===== config.mk =====
export PLATFORM = sky130hd
export DESIGN_NAME = alu_core
export DESIGN_NICKNAME = d
export VERILOG_FILES = /design/src/rtl/alu_core.sv
export SDC_FILE = /design/constraint.sdc
export NUM_CORES = 1
export LEC_CHECK = 0
export ABC_AREA = 1
export CORE_MARGIN = 5
export CORE_UTILIZATION = 40
export DETAILED_ROUTE_END_ITERATION = 6
export HOLD_SLACK_MARGIN = 0.02
export PLACE_DENSITY = 0.65
export SYNTH_ARGS = -nofsm -noshare
export SYNTH_HDL_FRONTEND = slang
export SYNTH_SLANG_ARGS = --single-unit

===== constraint.sdc =====
create_clock -name clk -period 38.8 [get_ports clk]
set_input_delay 3.88 -clock clk [delete_from_list [all_inputs] [get_ports clk]]
set_output_delay 3.88 -clock clk [all_outputs]
set_load 0.05 [all_outputs]

===== src/rtl/alu_core.sv =====
`default_nettype none
//============================================================================
// Module   : alu_core
// Purpose  : WIDTH-bit arithmetic/logic unit for the CPU datapath. The result
//            is purely combinational. A clocked status register captures the
//            zero/negative/carry/overflow flags used for conditional branches.
// Revision : 1.0 - initial release
//============================================================================
module alu_core #(
    parameter int WIDTH = 16
) (
    input  logic             clk,
    input  logic             rst_n,
    input  logic [WIDTH-1:0] in0,
    input  logic [WIDTH-1:0] in1,
    input  logic [3:0]       select,
    input  logic             flag_en,
    output logic [WIDTH-1:0] out,
    output logic             flag_z,
    output logic             flag_n,
    output logic             flag_c,
    output logic             flag_v
);

    // Operation codes
    localparam logic [3:0] c_op_add   = 4'b0000;
    localparam logic [3:0] c_op_sub   = 4'b0001;
    localparam logic [3:0] c_op_mul   = 4'b0010;
    localparam logic [3:0] c_op_div   = 4'b0011;
    localparam logic [3:0] c_op_and   = 4'b0100;
    localparam logic [3:0] c_op_or    = 4'b0101;
    localparam logic [3:0] c_op_xor   = 4'b0110;
    localparam logic [3:0] c_op_shl   = 4'b0111;
    localparam logic [3:0] c_op_shr   = 4'b1000;
    localparam logic [3:0] c_op_asr   = 4'b1001;
    localparam logic [3:0] c_op_passa = 4'b1010;
    localparam logic [3:0] c_op_passb = 4'b1011;
    localparam logic [3:0] c_op_cmp   = 4'b1100;

    // Shift amounts use only the low bits once the full amount is known
    // to be below WIDTH; anything at or above WIDTH saturates.
    localparam int               c_shw      = $clog2(WIDTH);
    localparam logic [WIDTH-1:0] c_sh_limit = WIDTH'(WIDTH);

    logic [WIDTH:0]     w_sum;
    logic [WIDTH:0]     w_diff;
    logic [2*WIDTH-1:0] w_prod;
    logic [WIDTH-1:0]   w_quot;
    logic               w_div_zero;
    logic               w_sh_big;
    logic [c_shw-1:0]   w_shamt;
    logic [WIDTH-1:0]   w_shl;
    logic [WIDTH-1:0]   w_shr;
    logic [WIDTH-1:0]   w_asr;
    logic [WIDTH-1:0]   w_result;
    logic               w_z;
    logic               w_n;
    logic               w_c;
    logic               w_v;
    logic               w_sign_a;
    logic               w_sign_b;
    logic               w_sign_r;

    logic               r_flag_z;
    logic               r_flag_n;
    logic               r_flag_c;
    logic               r_flag_v;

    // Shared arithmetic datapath; the extra top bit of sum/diff is carry/borrow.
    assign w_sum      = {1'b0, in0} + {1'b0, in1};
    assign w_diff     = {1'b0, in0} - {1'b0, in1};
    assign w_prod     = {{WIDTH{1'b0}}, in0} * {{WIDTH{1'b0}}, in1};
    assign w_div_zero = (in1 == '0);
    assign w_quot     = w_div_zero ? '1 : (in0 / in1);

    // Shifter: the whole in1 word is the amount, so oversize amounts saturate.
    assign w_sh_big = (in1 >= c_sh_limit);
    assign w_shamt  = in1[c_shw-1:0];
    assign w_shl    = w_sh_big ? '0 : (in0 << w_shamt);
    assign w_shr    = w_sh_big ? '0 : (in0 >> w_shamt);
    assign w_asr    = w_sh_big ? {WIDTH{in0[WIDTH-1]}}
                               : $unsigned($signed(in0) >>> w_shamt);

    // Result multiplexer; unused codes yield zero so out is never X.
    always_comb begin
        w_result = '0;
        case (select)
            c_op_add:   w_result = w_sum[WIDTH-1:0];
            c_op_sub:   w_result = w_diff[WIDTH-1:0];
            c_op_cmp:   w_result = w_diff[WIDTH-1:0];
            c_op_mul:   w_result = w_prod[WIDTH-1:0];
            c_op_div:   w_result = w_quot;
            c_op_and:   w_result = in0 & in1;
            c_op_or:    w_result = in0 | in1;
            c_op_xor:   w_result = in0 ^ in1;
            c_op_shl:   w_result = w_shl;
            c_op_shr:   w_result = w_shr;
            c_op_asr:   w_result = w_asr;
            c_op_passa: w_result = in0;
            c_op_passb: w_result = in1;
            default:    w_result = '0;
        endcase
    end

    assign out = w_result;

    assign w_sign_a = in0[WIDTH-1];
    assign w_sign_b = in1[WIDTH-1];
    assign w_sign_r = w_result[WIDTH-1];

    // Next-flag computation from the operation currently presented.
    always_comb begin
        w_z = (w_result == '0);
        w_n = w_sign_r;
        w_c = 1'b0;
        w_v = 1'b0;
        case (select)
            c_op_add: begin
                w_c = w_sum[WIDTH];
                w_v = (w_sign_a == w_sign_b) && (w_sign_r != w_sign_a);
            end
            c_op_sub, c_op_cmp: begin
                w_c = w_diff[WIDTH];
                w_v = (w_sign_a != w_sign_b) && (w_sign_r != w_sign_a);
            end
            c_op_mul: begin
                w_c = |w_prod[2*WIDTH-1:WIDTH];
            end
            c_op_div: begin
                w_c = w_div_zero;
            end
            default: begin
                w_c = 1'b0;
                w_v = 1'b0;
            end
        endcase
    end

    // Status register: reset clears, otherwise capture when enabled, else hold.
    always_ff @(posedge clk) begin
        if (!rst_n) begin
            r_flag_z <= 1'b0;
            r_flag_n <= 1'b0;
            r_flag_c <= 1'b0;
            r_flag_v <= 1'b0;
        end else if (flag_en) begin
            r_flag_z <= w_z;
            r_flag_n <= w_n;
            r_flag_c <= w_c;
            r_flag_v <= w_v;
        end
    end

    assign flag_z = r_flag_z;
    assign flag_n = r_flag_n;
    assign flag_c = r_flag_c;
    assign flag_v = r_flag_v;

endmodule
`default_nettype wire


Word-level counts from Yosys, hierarchy flattened
Index checks and enable logic that the tools add are counted.
Storage, ports and cells
  flip-flop bits (word level): 4
  input port bits: 39
  logic and storage cells: 44
  output and inout bits: 20
Cells by class
  multipliers: 1
  reductions and logical operators: 7
  divide/modulo/power cells: 1
  eq/ne operators: 15
  bitwise logic cells: 3
  multiplexer cells: 7
  $add $sub $neg: 2
  shift operators: 3
  $lt $le $gt $ge: 1
Operator list (count)
  one-hot mux 16 bit (12 select lines): 1
  two-way mux 16 bit: 4
  zero test 16 bit: 2
  multiplier 16 x 16 -> 32 bit: 1
  equality test 4 bit (second input constant): 5
  adder 16 x 16 -> 17 bit: 1
  subtractor 16 x 16 -> 17 bit: 1
  AND 16 bit: 1
  divider 16 x 16 -> 16 bit: 1
  equality test 4 x 3 -> 1 bit (second input constant): 4
  >= comparator 16 x 5 -> 1 bit (second input constant): 1
  bitwise OR 16 bit: 1
  OR reduction 16 bit: 1
  left shift 16 x 4 -> 16 bit: 1
  >> shifter 16 x 4 -> 16 bit: 1
  >>> shifter 16 x 4 -> 16 bit: 1
  bitwise XOR 16 bit: 1
  equality test 4 x 2 -> 1 bit (second input constant): 2
  equality test 4 x 1 -> 1 bit (second input constant): 1
  zero test 4 bit: 1
  one-hot mux 1 bit (4 select lines): 1
  logical AND 1 bit: 2
  != test 1 bit: 2
  one-hot mux 1 bit (2 select lines): 1
  other kinds (2): 2

Longest topological paths before layout
Gate-level depths: netlist of run 1.
  depth in word-level cells: 6
  gate-level depth with buffers: 221
  depth with buffers taken out: 218

Worst setup path before layout of run 1
Ideal clock, no wire load.
  path type: input-to-output
  start: input port in1[0]
  end: output port out[0]
  required time: 34.920 ns
  path slack: 8.589 ns
  stages: 199
  arrival time: 26.331 ns
  path buffers: 6
  cell sequence: buf_2 > inv_1 > buf_2 > ha_1 > inv_1 > nor2_1 > nand2_1 > nor2_1 > o21ai_0 > nand3_1 > nand2_1 > inv_1 > ha_1 > nand2_1 > inv_1 > nand3_1 > a21oi_1 > nand2_1 > [163 not listed] > a21oi_1 > o21bai_1 > nand2_1 > nand2_1 > nand3_1 > nand2_1 > or2_2 > nand3_1 > nand2_1 > ha_1 > nand4_1 > nor3_1 > nand2_1 > o2111ai_1 > nand2_1 > nand3_1 > nand2_1 > inv_1
On the way
  longest elaborated chain between the ends: 3
  elaborated cells on any way between the ends: 17
  those cells by class: add/sub: 2; mul: 1; div: 1; order compare: 1; shift: 3; mux: 5; bitwise: 3; reduce/logical: 1
Ends and longest elaborated chain
  start, declared: RTL line 15  | input logic [WIDTH-1:0] in1,
  divider 16 x 16 -> 16 bit, or another cell as far along: RTL line 74  | assign w_quot = w_div_zero ? '1 : (in0 / in1);
  two-way mux 16 bit (on tied branches)
  one-hot mux 16 bit (12 select lines) *: RTL line 87  | case (select)
  end, declared: RTL line 18  | output logic [WIDTH-1:0] out,
Mark *: on every way between the ends. The rest lies on a longest branch, timed or not.

Final worst setup path of run 1
Ends and elaborated chain as after synthesis.

==> results of run 1 <==
sequential cells by signal, indices dropped and copies added, names as in the netlist:
register  cells
flag_c        1
flag_n        1
flag_v        1
flag_z        1
report_power, final:
group	total (mW)	internal [mW]	leakage, nW	switching [mW]
combinational	1.12	0.415	12.3	0.701
sequential	0.00451	0.00439	0.0325	0.000122
clock	0.0164	0.0132	0.0370	0.00317
per-stage QoR:
step                      cell area (um^2)  util [%]  hold WS, ps
after floorplan                      20200         -          683
after global placement               21400      42.9          476
after detailed placement             21400      42.9          472
final                                21600      43.3          481
after CTS                            21500      43.1          481
after global routing                 21600      43.3          515
worst max-delay path by stage:
stage	to	slack, ps	depth (start not counted)	from
after floorplan	out[0]	8590	199	in1[0]
after global placement	out[0]	2940	185	in1[0]
after detailed placement	out[0]	2240	187	in1[0]
after CTS	out[0]	2140	187	in1[0]
after global routing	out[0]	20	202	in1[0]
final	out[0]	3120	201	in1[0]
cell type report:
cell class	count	area (um^2)
multi-input combinational	2379	16900
fill	5362	28300
clock buffer	3	75.1
inverter	718	2710
timing repair buffer	112	983
sequential	4	80.1
tap	672	841
logic make-up (layout without fill, tap and decap cells):
kind of cell,count (synthesis),in the layout
buffers and inverters,828,833
multiplexers,3,3
adder cells (fa/ha/maj),492,492
XOR/XNOR,74,74
AO/OA/AOI/OAI,505,505
flip-flops,4,4
AND/OR/NAND/NOR,1305,1305
synth_stat cells, drive strengths merged (2+ instances only):
cell type	n	share of area [%]
a2111oi	4	0.17
nor2	177	3.6
clkinv	7	0.13
o221ai	11	0.48
nand2	824	16
o22ai	27	0.84
o21ai	169	4.3
fa	196	19
a21oi	182	4.6
a221oi	9	0.39
nor4	11	0.34
o2111ai	15	0.65
o21a	9	0.34
dfxtp	4	0.40
ha	296	18
o311ai	2	0.087
and2	22	0.68
o211ai	17	0.66
nor3	34	0.84
a31oi	3	0.093
mux2i	3	0.15
a22oi	6	0.22
buf	42	1.1
inv	711	13
a211oi	15	0.56
o31ai	7	0.26
nand4	24	0.78
xor2	50	2.2
nand3b	4	0.15
clkbuf	68	1.3
nand3	168	4.5
xnor2	24	1.0
a21o	6	0.22
o21bai	14	0.52
or2	38	1.2
critical path: cells and delay by family:
| family | cells | cell delay, ps |
|---|---|---|
| buffers and inverters | 28 | 4420 |
| adders and majority gates | 16 | 5160 |
| AOI/OAI and AO/OA | 31 | 5490 |
| and+or+nand+nor | 126 | 12800 |
metal layers:
layer	global-route usage, %	up-vias	routed length [um]
met5	0	-	0
met4	7.50	0	2660
met3	3.45	170	6580
met2	40.5	901	30700
met1	36.2	9583	31200
li1	-	10104	-
what timing repair did:
action                                  CTS  global route
buffers inserted                          0             7
resized for setup                         0            10
endpoints found under the setup margin    0             1
==> impl_metrics.toml, run 1 <==
[timing]
finalHoldViolations = 0
setup_viol = 0
report.final.slew_viol_count = 0
rsz0062_at_grt = "false"
finClkSkew_ps = 0
period_needed_ps = 35680
timing.final.ws_setup_ps = 3120
fin_crit_sh_pct = 91.9
worst_pin_slew_ps = 825
relSlewSlack_pct = 45.0
fmax_mhz = 28.0
setup_tns_ps = 0

[yosys]
ys_seq_elements = 4
synth_xor_area_share_pct = 3.21
synth_top_family_by_area = "adder cells"
yosysSeqAreaShare_pct = 0.397
synth_edf_count = 0
synth_area_um2 = 20200
synthSimpleGateAreaFrac_pct = 27.9
yosys.cell_types.count = 64
synthCells = 3211
synth_nets = 3742
ys_warn_count = 0
synth_compound_area_share_pct = 14.7
syn_area_per_cell_um2 = 6.28
muxShareOfSynthArea_pct = 0.149
synthArstFlopShare_pct = 0
synthAdderAreaFrac_pct = 37.8
synth_ff_type = "dfxtp_1"

[cells_and_area]
final_common_cell = "nand2_1"
drive_above_1_share_pct = 5.16
final_cell_mix = "nand2_1, inv_1, ha_1"
nets = 3749
area_delta_synth_final_pct = 7.23
diodes = 0
layoutNonFillerInstCount = 3888

[critical_path]
cp_common_cell = "nand2_1"
cp_max_fo = 34
worstSetupPathType = "input pin to output pin"
rr_startpoint = "flag_n"
worstPathArrival_ps = 31800
cp_data_required_time_ps = 34920
crit_path_start_kind = "input pin"
r2r_slack_ps = 38190
cp-end-kind = "output pin"
r2r_cells = 2
r2r-end = "flag_n"
cp_slowest_cell = "clkdlybuf4s50_1"
max_stage_delay_ps = 800

[power_and_ir_drop]
p_leak_nw = 12.3
p_per_area_nw_per_um2 = 52.6
ir_drop_uv = 90.0
power_mw = 1.14

[route]
antenna_left = 0
drtIter0Drc = 2299
via_per_inst = 5.34
first_pass_iters = 7
wl_per_cell_um = 18.3
drt_wl_total_mm = 71.1
drcViolationCount = 0
vias = 20758

[global_routing]
gr-total-overflow = 0
grt_pass1_vias = 19798
track_usage_pct = 25.5
antenna_found_initial = 0
grt_pass1_wl_mm = 111
grt_max_degree = 50

[min_path]
min_path_cells = 2
min_path_type = "flip-flop to flip-flop"
whs_endpoint = "flag_v"
hp-start = "flag_v"

[floorplanning]
rows = 82
chipHeight_um = 235
fp.dieW_um = 235
die-area_um2 = 55000
design.core.area_um2 = 50000
io_pins = 59
initial_core_util_pct = 40.3

[place]
dp_hpwl_mm = 55.8
pre_cts_ws_ps = 2240
dpl.cell_count = 3878
place.gp.congestion = 1.10
io_buffers = 58

[clocking]
htreeDepth = 1
cts-root-buf = "clkbuf_16"
clock_sinks = 4
cts-hold-fix-buffers = 0
cts_buffers = 3
clock_latency_ps = 230
cts_tree = "done"
cts_buffer_depth = 2
clk_pin_slew_worst_paths_ps = 30

[run_status]
status = "finished, final reports clean"

[job]
drv_cap = 0
(Power assumes the default switching activity.)
==> inputs of run 2 (changes only) <==
CAP_MARGIN = 20   (was not set)
HOLD_SLACK_MARGIN = not set   (was 0.02)
==> results of run 2 <==
No change in the layout: final DEF, timing and power equal those of run 1.
